<file path="src/rtl/udt_hs_parser.sv">
// UDT handshake parser: captures body words 4..15 of a handshake packet and
// emits them as client_* fields. Optional dropped-handshake counter: UDT_HS_DROP_CNT_EN.
module udt_hs_parser #(
    parameter int DROP_CNT_W = 16
) (
    input  logic                  clk,
    input  logic                  rst,
    input  logic                  in_valid,
    input  logic [31:0]           in_data,
    input  logic                  in_sop,
    input  logic                  in_eop,
    output logic                  in_ready,
    output logic                  client_type_en,
    output logic [31:0]           client_type,
    output logic [31:0]           client_version,
    output logic [31:0]           client_sock_type,
    output logic [31:0]           client_isn,
    output logic [31:0]           client_mss,
    output logic [31:0]           client_flow_win,
    output logic [31:0]           client_sock_id,
    output logic [31:0]           client_cookie,
    output logic [127:0]          client_peer_ip,
    output logic [DROP_CNT_W-1:0] drop_cnt
);

    typedef enum logic [1:0] {IDLE, BODY, DISCARD, EMIT} state_t;

    state_t      state_reg, state_next;
    logic [4:0]  idx_reg, idx_next, idx_inc;
    logic        accept, hs_word0, capture;

    // Shadow words hold body words 4..15 (entry 0 = word 4); out_reg holds the emitted copy.
    logic [31:0] shadow_reg  [12];
    logic [31:0] shadow_next [12];
    logic [31:0] out_reg     [12];

    assign in_ready = rst || (state_reg != EMIT);
    assign accept   = in_valid && in_ready;
    assign hs_word0 = in_data[31] && (in_data[30:16] == 15'd0);
    assign idx_inc  = (idx_reg == 5'd16) ? 5'd16 : idx_reg + 5'd1;

    always_ff @(posedge clk) begin
        if (rst) begin
            state_reg <= IDLE;
            idx_reg   <= 5'd0;
        end else begin
            state_reg <= state_next;
            idx_reg   <= idx_next;
        end
    end

    always_comb begin
        state_next = state_reg;
        idx_next   = idx_reg;
        capture    = 1'b0;
        case (state_reg)
            IDLE, BODY, DISCARD: begin
                if (accept) begin
                    if (in_sop) begin
                        // A sop always restarts parsing, aborting any packet in flight.
                        idx_next = 5'd1;
                        if (in_eop)
                            state_next = IDLE;
                        else if (hs_word0)
                            state_next = BODY;
                        else
                            state_next = DISCARD;
                    end else if (state_reg == BODY) begin
                        capture  = 1'b1;
                        idx_next = idx_inc;
                        if (in_eop)
                            state_next = (idx_reg >= 5'd15) ? EMIT : IDLE;
                    end else if (state_reg == DISCARD) begin
                        idx_next = idx_inc;
                        if (in_eop)
                            state_next = IDLE;
                    end
                end
            end
            EMIT:    state_next = IDLE;
            default: state_next = IDLE;
        endcase
    end

    genvar gi;
    generate
        for (gi = 0; gi < 12; gi++) begin : g_word
            assign shadow_next[gi] = (capture && idx_reg == 5'(gi + 4)) ? in_data : shadow_reg[gi];

            // Outputs load on entry to EMIT so they are valid alongside the strobe.
            always_ff @(posedge clk) begin
                if (rst) begin
                    shadow_reg[gi] <= 32'd0;
                    out_reg[gi]    <= 32'd0;
                end else begin
                    shadow_reg[gi] <= shadow_next[gi];
                    if (state_next == EMIT)
                        out_reg[gi] <= shadow_next[gi];
                end
            end
        end
    endgenerate

    assign client_type_en   = (state_reg == EMIT);
    assign client_version   = out_reg[0];
    assign client_sock_type = out_reg[1];
    assign client_isn       = out_reg[2];
    assign client_mss       = out_reg[3];
    assign client_flow_win  = out_reg[4];
    assign client_type      = out_reg[5];
    assign client_sock_id   = out_reg[6];
    assign client_cookie    = out_reg[7];
    assign client_peer_ip   = {out_reg[8], out_reg[9], out_reg[10], out_reg[11]};

`ifdef UDT_HS_DROP_CNT_EN
    logic [1:0]            drop_inc;
    logic [DROP_CNT_W:0]   drop_sum;
    logic [DROP_CNT_W-1:0] drop_cnt_reg;

    // A sop can both abort a BODY packet and be a one-word handshake itself.
    always_comb begin
        drop_inc = 2'd0;
        if (accept && state_reg != EMIT) begin
            if (in_sop) begin
                if (state_reg == BODY)
                    drop_inc = drop_inc + 2'd1;
                if (hs_word0 && in_eop)
                    drop_inc = drop_inc + 2'd1;
            end else if (state_reg == BODY && in_eop && idx_reg < 5'd15) begin
                drop_inc = 2'd1;
            end
        end
        drop_sum = {1'b0, drop_cnt_reg} + (DROP_CNT_W + 1)'(drop_inc);
    end

    always_ff @(posedge clk) begin
        if (rst)
            drop_cnt_reg <= '0;
        else if (drop_sum[DROP_CNT_W])
            drop_cnt_reg <= '1;
        else
            drop_cnt_reg <= drop_sum[DROP_CNT_W-1:0];
    end

    assign drop_cnt = drop_cnt_reg;
`else
    assign drop_cnt = '0;
`endif

endmodule

</file>
<file path="config.mk">
export PLATFORM = sky130hd
export DESIGN_NAME = udt_hs_parser
export DESIGN_NICKNAME = d
export VERILOG_FILES = /design/src/rtl/udt_hs_parser.sv
export SDC_FILE = /design/constraint.sdc
export NUM_CORES = 1
export LEC_CHECK = 0
export BUFFER_PORTS_ARGS = -buffer_cell sky130_fd_sc_hd__buf_2
export CAP_MARGIN = 10
export CORE_MARGIN = 5
export CORE_UTILIZATION = 30
export DETAILED_ROUTE_END_ITERATION = 10
export GPL_TIMING_DRIVEN = 0
export SYNTH_ARGS = -nofsm -noshare
export SYNTH_HDL_FRONTEND = slang
export SYNTH_SLANG_ARGS = --single-unit
export TNS_END_PERCENT = 1
</file>
<file path="constraint.sdc">
create_clock -name clk -period 42.9 [get_ports clk]
set_clock_uncertainty 0.15 [all_clocks]
set_input_delay 4.29 -clock clk [delete_from_list [all_inputs] [get_ports clk]]
set_output_delay 4.29 -clock clk [all_outputs]
set_load 0.05 [all_outputs]
</file>
==> summary.txt, run 1 <==
Run status
  • Status: complete, no violations

Yosys
  • Async SR Flop Fraction: 0%
  • Number of synthesis warnings: 0
  • Cell accounting for the most synthesized area: edfxtp_1
  • Largest cells by area after synthesis: edfxtp_1 (35%), dfxtp_1 (23%), nor4b_2 (16%)
  • Number of enable flip-flop cells after synthesis: 384
  • Seq/Total Area, Yosys: 58.0%
  • Syn Area/Cell: 11.9 um^2
  • Seq cells post-synth: 775
  • Post-synth top area share: 34.5%
  • Count of different cell masters after synthesis: 41
  • Mapped cell area: 0.0334 mm^2
  • Ys flop type: dfxtp_1
  • Post-Synthesis Cells: 2797

Die
  • IO Pins: 439
  • Core footprint: 0.111 mm^2
  • Row Count: 122
  • Die area: 0.118 mm^2
  • Initial core utilization: 30.2%
  • DIE WIDTH: 344 um
  • Die Y: 344 um

Timing
  • Worst Max-Slew Pin Slew: 1.15 ns
  • Final setup fails: 0
  • Max Slew Vio Count: 0
  • Fin crit period: 10.67 ns
  • Slew headroom: 23.0%
  • RSZ-0062 raised after global routing: false
  • Setup TNS: 0 ns
  • Fmax: 93.7 MHz
  • Final worst path period share: 24.9%
  • Final hold vios: 0

Clock tree
  • Setup bufs post-CTS: 0
  • Cts hold-fix bufs: 0
  • Clock buffer count from CTS: 85
  • Deepest clock path buffer count: 3
  • CTS tree: done
  • Clk Latency, worst-skew pair: 0.66 ns
  • Sinks on the clock net: 775
  • Number of gates resized after cts: 0
  • CTS clk-pin slew, worst paths: 0.07 ns
  • H-tree depth: 3
  • Root Buffer Master: clkbuf_16

Placed design
  • Hpwl dp: 85000 um
  • Gp weighted congestion: 0.847
  • Inst Count DP: 4746
  • Post-Place Cell Area: 0.0379 mm^2
  • Number of port buffers: 421

GRT
  • GRT overflow: 0
  • Global-route wire length before repair: 173000 um
  • GR Util met3: 4.41%
  • Initial antenna violation count: 14
  • Layer with the highest usage: met2
  • Largest net degree at the start of global routing: 22
  • Vias in the first global route: 24000
  • Met1 Use GR: 26.8%
  • Met2 usage in global routing: 31.4%
  • Gr usage total: 20.2%

Power
  • Peak supply drop: 0.0282 mV
  • Pwr Total: 1780 uW
  • Leak pwr: 0.0132 uW
  • PD cells: 43.6 mW/mm^2

Setup path
  • Worst path most repeated cell: clkbuf_1
  • Worst Setup Start Kind: input port
  • CP Class: input port to output port
  • Critical Path, Cell by Cell: clkbuf_1 > clkbuf_1 > inv_1 > nand2_1 > buf_2
  • CP max stage cell: clkbuf_1
  • Worst endpoint data arrival time: 6.23 ns
  • Max incr delay on CP: 0.82 ns
  • CP required: 38.46 ns
  • CP max FO: 10
  • CP Capture Type: output port

Drt
  • Post-Route WL: 124000 um
  • DRT Pass-1 Iters: 6
  • Post-route ant nets: 0
  • Via count: 25600
  • Routed wire per std cell: 25.3 um
  • Remaining DRCs: 0
  • Vias/cell: 5.20
  • 1st-iter DRT viols: 2738

Final layout
  • Area growth syn-to-layout: 22.5%
  • Share of cells above drive strength 1: 33.7%
  • Commonest non-fill, non-tap cells in the layout: buf_2 (531), dfxtp_1 (391), o21ai_0 (389)
  • Commonest non-fill, non-tap cell in the layout: buf_2
  • Finished Cell Area: 0.0409 mm^2
  • Fin util: 36.9%
  • Layout Nets: 3387
  • Final cell count without fillers: 4916

Job
  • Number of max-cap violations: 0

Worst hold path
  • Hold Path Class: flip-flop to flip-flop
final timing paths:
path | slack [ns] | startpoint | cells past startpoint | to
worst max register to register | 37.71 | idx_reg[0] | 15 | out_reg[1][119]
worst min register to register | 0.32 | shadow_reg[5][19] | 2 | shadow_reg[5][19]
worst max-delay path | 32.23 | rst | 5 | in_ready
worst min-delay path | 0.32 | shadow_reg[5][19] | 2 | shadow_reg[5][19]
routing by layer:
layer  share of wire (%)  vias up  wire length [um]
li1                    -    11700                 -
met1                  41    12500             51200
met2                  45     1170             56100
met3                 8.7      266             10800
met4                 5.1        2              6280
met5              0.0088        -                11
cells in the mapped netlist (2+ instances only):
cell,count
edfxtp_1,384
o21ai_0,389
mux2i_1,2
nand3_1,385
o2111ai_1,2
nor3_1,4
a211oi_1,2
nor4_1,3
nor4bb_1,10
nand4bb_1,8
and4b_1,3
a21oi_1,388
buf_6,39
inv_1,10
buf_1,3
nand2_1,4
nand4_1,2
or4_1,2
nor2_1,3
nand4b_1,4
clkbuf_1,216
dfxtp_1,391
nor4b_1,35
ha_1,5
buf_4,29
nor4b_2,350
buf_2,110
metrics by stage:
stage,hold WS [ns],worst slack [ns]
after detailed placement,0.314,32.20
final,0.323,32.23
after global routing,0.342,32.13
after global placement,0.308,-6.58
after CTS,0.323,32.20
after floorplan,0.296,7.76
final cells by class:
cell class | count | area [um^2]
multi-input cells | 1629 | 12000
plain buffers | 398 | 2070
well taps | 1488 | 1860
inverters | 10 | 37.5
repair buffers | 446 | 2590
diodes | 10 | 25.0
clock buffers | 95 | 2210
fillers | 10800 | 69800
flip-flops and latches | 775 | 19400
clock inverters | 65 | 709
report_power, final:
part | internal [uW] | total [uW] | switching [uW] | leakage (uW)
Sequential | 795 | 802 | 7.06 | 0.00715
Clock | 438 | 766 | 328 | 0.00142
Combinational | 38.0 | 213 | 175 | 0.00464
cells by family after synthesis:
family	Yosys count	synth area share, %
and+or+nand+nor	819	23.6
AOI/OAI and AO/OA	786	11.9
DFF	775	58.0
buffers and inverters	408	6.21
adders and majority gates	5	0.187
muxes	3	0.0937
other	1	0.0112
worst max-delay path, delay by kind of cell:
family | cells | cell delay [ns]
simple gates | 1 | 0.26
buf+inv | 4 | 1.66
Note: power is estimated with default switching activity, not from simulation.
==> run 2: changes to the inputs <==
clock period = 10.7 ns   (was 42.9 ns; I/O delays follow)
==> run 2 against run 1 <==
Via count up 0.54%. Hold slack worse by 0.00069 ns. Power rose to 4.1 times the previous value. Register-to-register slack worse by 32 ns. Critical path type is now flip-flop to flip-flop. Largest power group unchanged. Highest routed layer is now met4.
==> summary.txt, run 2 (synthesized netlist as in run 1, its figures left out) <==
Clock tree
  • H-tree depth: 3 (unchanged)
  • CTS tree: done (unchanged)
  • Clk Latency, worst-skew pair: 0.66 ns (about the same)
  • CTS clk-pin slew, worst paths: 0.07 ns (about the same)
  • Root Buffer Master: clkbuf_16 (unchanged)
  • Number of gates resized after cts: 0 (unchanged)
  • Sinks on the clock net: 775 (unchanged)
  • Deepest clock path buffer count: 3 (unchanged)
  • Clock buffer count from CTS: 87 (was 85)
  • Cts hold-fix bufs: 0 (unchanged)
  • Setup bufs post-CTS: 0 (unchanged)

Timing
  • Final setup fails: 0 (unchanged)
  • Worst Max-Slew Pin Slew: 1.31 ns (was 1.15 ns)
  • Fmax: 202 MHz
  • Fin crit period: 4.96 ns
  • Hold slack: 0.322 ns (was 0.323 ns)
  • Slew headroom: 12.7% (was 23.0%)
  • Final worst path period share: 46.3%
  • Final hold vios: 0 (unchanged)
  • RSZ-0062 raised after global routing: false (unchanged)
  • Max Slew Vio Count: 0 (unchanged)
  • Setup TNS: 0 ns (unchanged)
  • PnR worst setup slack: 5.74 ns (was 32.23 ns)

Final layout
  • Layout Nets: 3388 (was 3387)
  • Finished Cell Area: 0.0410 mm^2 (was 0.0409 mm^2)
  • Commonest non-fill, non-tap cell in the layout: buf_2 (unchanged)
  • Commonest non-fill, non-tap cells in the layout: buf_2 (531), dfxtp_1 (391), o21ai_0 (389) (unchanged)
  • Area growth syn-to-layout: 22.7% (was 22.5%)
  • Share of cells above drive strength 1: 33.7% (about the same)
  • Fill cells: 10800 (about the same)

Worst hold path
  • Hold depth: 2 (unchanged)
  • Hold Crit Endpoint: shadow_reg[9][8] (was shadow_reg[5][19])
  • Hold Path Class: flip-flop to flip-flop (unchanged)
  • Hold_sp: shadow_reg[9][8] (was shadow_reg[5][19])

Setup path
  • CP max FO: 20 (was 10)
  • R2R depth: 16 (was 15)
  • Flop2flop setup slack: 5.74 ns (was 37.71 ns)
  • CP Capture Type: flip-flop (was output port)
  • R2R Path End: out_reg[0][60] (was out_reg[1][119])
  • Worst endpoint data arrival time: 5.16 ns (was 6.23 ns)
  • Worst Setup Start Kind: flip-flop (was input port)
  • CP required: 10.90 ns (was 38.46 ns)
  • CP Class: flip-flop to flip-flop (was input port to output port)
  • Worst reg2reg startpoint: idx_reg[2] (was idx_reg[0])

Placed design
  • Gp weighted congestion: 0.830 (was 0.847)
  • Post-Place Cell Area: 0.0380 mm^2 (was 0.0379 mm^2)
  • Worst slack at placement: 5.48 ns (was 32.20 ns)
  • Number of port buffers: 421 (unchanged)
  • Hpwl dp: 86000 um (was 85000 um)

Drt
  • Routed wire per std cell: 25.8 um (was 25.3 um)
  • Remaining DRCs: 0 (unchanged)
  • Post-route ant nets: 0 (unchanged)
  • Post-Route WL: 127000 um (was 124000 um)
  • 1st-iter DRT viols: 2368 (was 2738)
  • Vias/cell: 5.24 (was 5.20)
  • Via count: 25700 (was 25600)
  • DRT Pass-1 Iters: 8 (was 6)

GRT
  • Global-route wire length before repair: 176000 um (was 173000 um)
  • Vias in the first global route: 24300 (was 24000)
  • Gr usage total: 20.6% (was 20.2%)
  • Largest net degree at the start of global routing: 22 (unchanged)
  • GRT overflow: 0 (unchanged)
  • Initial antenna violation count: 9 (was 14)

Power
  • PD cells: 177 mW/mm^2 (was 43.6 mW/mm^2)
  • Peak supply drop: 0.115 mV (was 0.0282 mV)
  • Pwr Total: 7250 uW (was 1780 uW)
  • Leak pwr: 0.0132 uW (about the same)

Die
  • Die Y: 344 um (unchanged)
  • Initial core utilization: 30.2% (unchanged)
  • Die area: 0.118 mm^2 (unchanged)
  • Row Count: 122 (unchanged)
  • IO Pins: 439 (unchanged)
  • Core footprint: 0.111 mm^2 (unchanged)
  • DIE WIDTH: 344 um (unchanged)

Job
  • Number of max-cap violations: 0 (unchanged)

Run status
  • Status: complete, no violations (unchanged)
==> run 2: changes by cell type in the layout (fill, tap and decap cells not counted), moves of 4 or more <==
cell | before | now
clkbuf_8 | 2 | 6
diode_2 | 10 | 4
clkinv_4 | 8 | 0
clkinv_2 | 14 | 9
clkbuf_16 | 86 | 91
clkbuf_1 | 192 | 201
clkinv_8 | 5 | 1
==> run 2: worst max-delay path, stage by stage (launching register included) <==
cell and delay, ns:
dfxtp_1 0.33, buf_2 0.20, buf_2 0.24, and3_1 0.19, ha_1 0.13, clkbuf_1 0.39, nor3_1 0.10, a211oi_1 0.42
a311oi_4 0.21, buf_2 0.32, buf_2 0.23, o31ai_4 0.63, buf_8 0.27, buf_8 0.19, buf_8 0.20, buf_8 0.21
buf_8 0.19
==> run 2: worst max path at each step <==
| stage | slack, ns | endpoint | cells after the start | start |
|---|---|---|---|---|
| after floorplan | -1.56 | out_reg[0][0] | 6 | in_data[30] |
| after global placement | -6.85 | out_reg[1][5] | 7 | in_data[31] |
| after detailed placement | 5.48 | out_reg[1][5] | 12 | in_data[27] |
| after CTS | 5.74 | out_reg[1][74] | 16 | idx_reg[2] |
| after global routing | 5.56 | out_reg[0][60] | 15 | idx_reg[1] |
| final | 5.74 | out_reg[0][60] | 16 | idx_reg[2] |
==> run 2: metrics by stage <==
| stage | instances | util, % |
|---|---|---|
| floorplan | 2812 | - |
| global placement | 4721 | 33.9 |
| detailed placement | 4745 | 34.3 |
| CTS | 4908 | 37.0 |
| global route | 4909 | 37.0 |
| finish | 4912 | 37.0 |
==> run 2: final cells by class <==
class	count	area [um^2]	share of cell area [%]
Tap cell	1488	1860	4.54
Buffer	398	2080	5.09
Antenna cell	4	10.0	0.0244
Timing Repair Buffer	445	2540	6.20
Multi-Input combinational cell	1629	12100	29.5
Clock buffer	114	2410	5.89
Clock inverter	49	587	1.43
Sequential cell	775	19400	47.2
Inverter	10	37.5	0.0916
==> run 2: power by group <==
group | internal [uW] | switching (uW) | total, uW | leakage (uW)
combinational | 150 | 709 | 859 | 0.00463
sequential | 3190 | 28.8 | 3220 | 0.00715
clock | 1890 | 1280 | 3170 | 0.00144
total | 5230 | 2020 | 7250 | 0.0132
==> run 2: per-layer routing <==
metal | share of wire, % | track usage, % | up-vias
met3 | 8.7 | 5.33 | 249
met2 | 46 | 32.6 | 1197
met4 | 4.2 | 8.43 | 0
met5 | 0 | 0 | -
met1 | 41 | 27.0 | 12600
li1 | - | - | 11700
==> run 3: changes to the inputs <==
clock period = 4.8 ns   (was 10.7 ns; I/O delays follow)
==> run 3 against run 2 <==
Largest cell class unchanged. Register-to-register slack lost 5.4 ns. Power grew 120%. First-iteration DRC count grew 9.4%. Combinational power grew 130%. Global-route usage shrank 0.22 points. Critical path type unchanged.
==> summary.txt, run 3 (synthesized netlist as in run 1, its figures left out) <==
Die
  • Die Y: 344 um (unchanged)
  • Row Count: 122 (unchanged)
  • Initial core utilization: 30.2% (unchanged)
  • Core footprint: 0.111 mm^2 (unchanged)
  • Die area: 0.118 mm^2 (unchanged)
  • IO Pins: 439 (unchanged)
  • DIE WIDTH: 344 um (unchanged)

GRT
  • GRT overflow: 0 (unchanged)
  • Initial antenna violation count: 3 (was 9)
  • Gr usage total: 20.4% (was 20.6%)
  • Vias in the first global route: 24400 (was 24300)
  • Largest net degree at the start of global routing: 22 (unchanged)
  • Global-route wire length before repair: 175000 um (was 176000 um)

Setup path
  • Worst Setup Start Kind: flip-flop (unchanged)
  • CP max FO: 10 (was 20)
  • Worst reg2reg startpoint: idx_reg[4] (was idx_reg[2])
  • Max incr delay on CP: 0.92 ns (was 0.63 ns)
  • Critical Path, Cell by Cell: clkbuf_1 > inv_1 > ha_4 > clkbuf_8 > nor2_1 > o2111ai_1 > o21ai_2 > clkbuf_1 > clkbuf_1 > nor4b_2 (was buf_2 > buf_2 > and3_1 > ha_1 > clkbuf_1 > nor3_1 > a211oi_1 > a311oi_4 > buf_2 > buf_2 > o31ai_4 > buf_8 > buf_8 > buf_8 > buf_8 > buf_8)
  • Cell family with most CP delay: buffers and inverters (unchanged)
  • Worst endpoint data arrival time: 4.66 ns (was 5.16 ns)
  • CP Capture Type: flip-flop (unchanged)
  • CP Class: flip-flop to flip-flop (unchanged)
  • CP required: 5.02 ns (was 10.90 ns)
  • CP Buf/Inv Count: 5 (was 10)
  • Worst setup path start: idx_reg[4] (was idx_reg[2])
  • Worst path most repeated cell: clkbuf_1 (was buf_8)
  • CP max stage cell: clkbuf_1 (was o31ai_4)

Final layout
  • Share of cells above drive strength 1: 34.0% (was 33.7%)
  • Layout Nets: 3427 (was 3388)
  • Commonest non-fill, non-tap cell in the layout: buf_2 (unchanged)
  • Fill cells: 10800 (about the same)
  • Commonest non-fill, non-tap cells in the layout: buf_2 (526), o21ai_0 (389), a21oi_1 (388) (was buf_2 (531), dfxtp_1 (391), o21ai_0 (389))
  • Area growth syn-to-layout: 24.5% (was 22.7%)
  • Fin util: 37.5% (was 37.0%)
  • Reg area: 0.0194 mm^2 (about the same)
  • Area of the multi-input gates: 0.0121 mm^2 (about the same)

Timing
  • Fmax: 225 MHz (was 202 MHz)
  • Worst Max-Slew Pin Slew: 1.19 ns (was 1.31 ns)
  • Final hold vios: 0 (unchanged)
  • RSZ-0062 raised after global routing: false (unchanged)
  • Hold slack: 0.0904 ns (was 0.322 ns)
  • Final setup fails: 0 (unchanged)
  • Slew headroom: 20.7% (was 12.7%)
  • Fin crit period: 4.44 ns (was 4.96 ns)
  • Final worst path period share: 92.6% (was 46.3%)
  • Max Slew Vio Count: 0 (unchanged)

Drt
  • Post-Route WL: 125000 um (was 127000 um)
  • Remaining DRCs: 0 (unchanged)
  • DRT Pass-1 Iters: 7 (was 8)
  • Via count: 25900 (was 25700)
  • Routed wire per std cell: 25.4 um (was 25.8 um)
  • 1st-iter DRT viols: 2591 (was 2368)
  • Post-route ant nets: 0 (unchanged)
  • Vias/cell: 5.23 (was 5.24)

Clock tree
  • Sinks on the clock net: 775 (unchanged)
  • Clock buffer count from CTS: 86 (was 87)
  • H-tree depth: 3 (unchanged)
  • Root Buffer Master: clkbuf_16 (unchanged)
  • Deepest clock path buffer count: 3 (unchanged)
  • Clk Latency, worst-skew pair: 0.68 ns (was 0.66 ns)
  • CTS clk-pin slew, worst paths: 0.07 ns (about the same)
  • CTS tree: done (unchanged)

Job
  • Number of max-cap violations: 0 (unchanged)

Placed design
  • Number of port buffers: 421 (unchanged)
  • Gp weighted congestion: 0.846 (was 0.830)
  • Hpwl dp: 85900 um (was 86000 um)

Worst hold path
  • Hold Path Class: input port to flip-flop (was flip-flop to flip-flop)
  • Hold_sp: in_data[31] (was shadow_reg[9][8])

Power
  • Peak supply drop: 0.255 mV (was 0.115 mV)
  • Leak pwr: 0.0135 uW (was 0.0132 uW)
  • Pwr Total: 16200 uW (was 7250 uW)
  • PD cells: 391 mW/mm^2 (was 177 mW/mm^2)

Run status
  • Status: complete, no violations (unchanged)
[run 3: through the flow]
stage / cells / setup TNS (ns) / setup slack (ns) / area, um^2
6_report: 4948 / 0 / 0.356 / 41500
2_1_floorplan: 2812 / -2667.35 / -6.95 / 33600
4_1_cts: 4942 / 0 / 0.0504 / 41500
3_5_place_dp: 4750 / -1.93 / -0.114 / 38200
5_1_grt: 4946 / 0 / 0.142 / 41500
3_3_place_gp: 4721 / -4537.45 / -11.87 / 37500
[run 3: report_power, final]
part           total [uW]  internal (uW)  switching (uW)  leakage, uW
Clock                7100           4170            2930      0.00146
Combinational        1950            374            1580      0.00486
Sequential           7170           7110            64.6      0.00716
[run 3: worst register-to-register path, cell delays in order (launching register included)]
cell and delay, ns:
dfxtp_1 0.51, clkbuf_1 0.34, inv_1 0.15, ha_4 0.18
clkbuf_8 0.16, nor2_1 0.09, o2111ai_1 0.15, o21ai_2 0.55
clkbuf_1 0.92, clkbuf_1 0.72, nor4b_2 0.22
[run 3: area by class of cell]
class | instances | area share, %
clock buffer | 105 | 5.55
tap | 1488 | 4.48
inverter | 10 | 0.0903
antenna | 2 | 0.0120
buffer | 398 | 5.10
timing repair buffer | 485 | 7.38
sequential | 775 | 46.6
multi-input combinational | 1629 | 29.1
clock inverter | 56 | 1.70
[run 3: per-layer routing]
metal | global-route usage, % | vias up | share of wire (%)
li1 | - | 11700 | -
met1 | 26.8 | 12800 | 42
met2 | 32.6 | 1131 | 46
met3 | 4.20 | 257 | 7.8
met4 | 8.92 | 2 | 4.5
met5 | 0 | - | 0.0096
[run 3: what timing repair did]
item | 4_1_cts | 5_1_grt
endpoints found under the hold margin | 51 | 0
hold buffers | 31 | 0
setup endpoints to repair | 17 | 17
buffers inserted | 0 | 4
pin swaps | 0 | 2
resized for setup | 1 | 2
[run 3: final timing paths]
kind                                           to  slack [ns]  depth (start not counted)
worst max-delay path               out_reg[2][96]        0.36                         10
worst min-delay path            shadow_reg[0][31]        0.09                          3
worst max register to register     out_reg[2][96]        0.36                         10
worst min register to register   shadow_reg[4][1]        0.32                          2
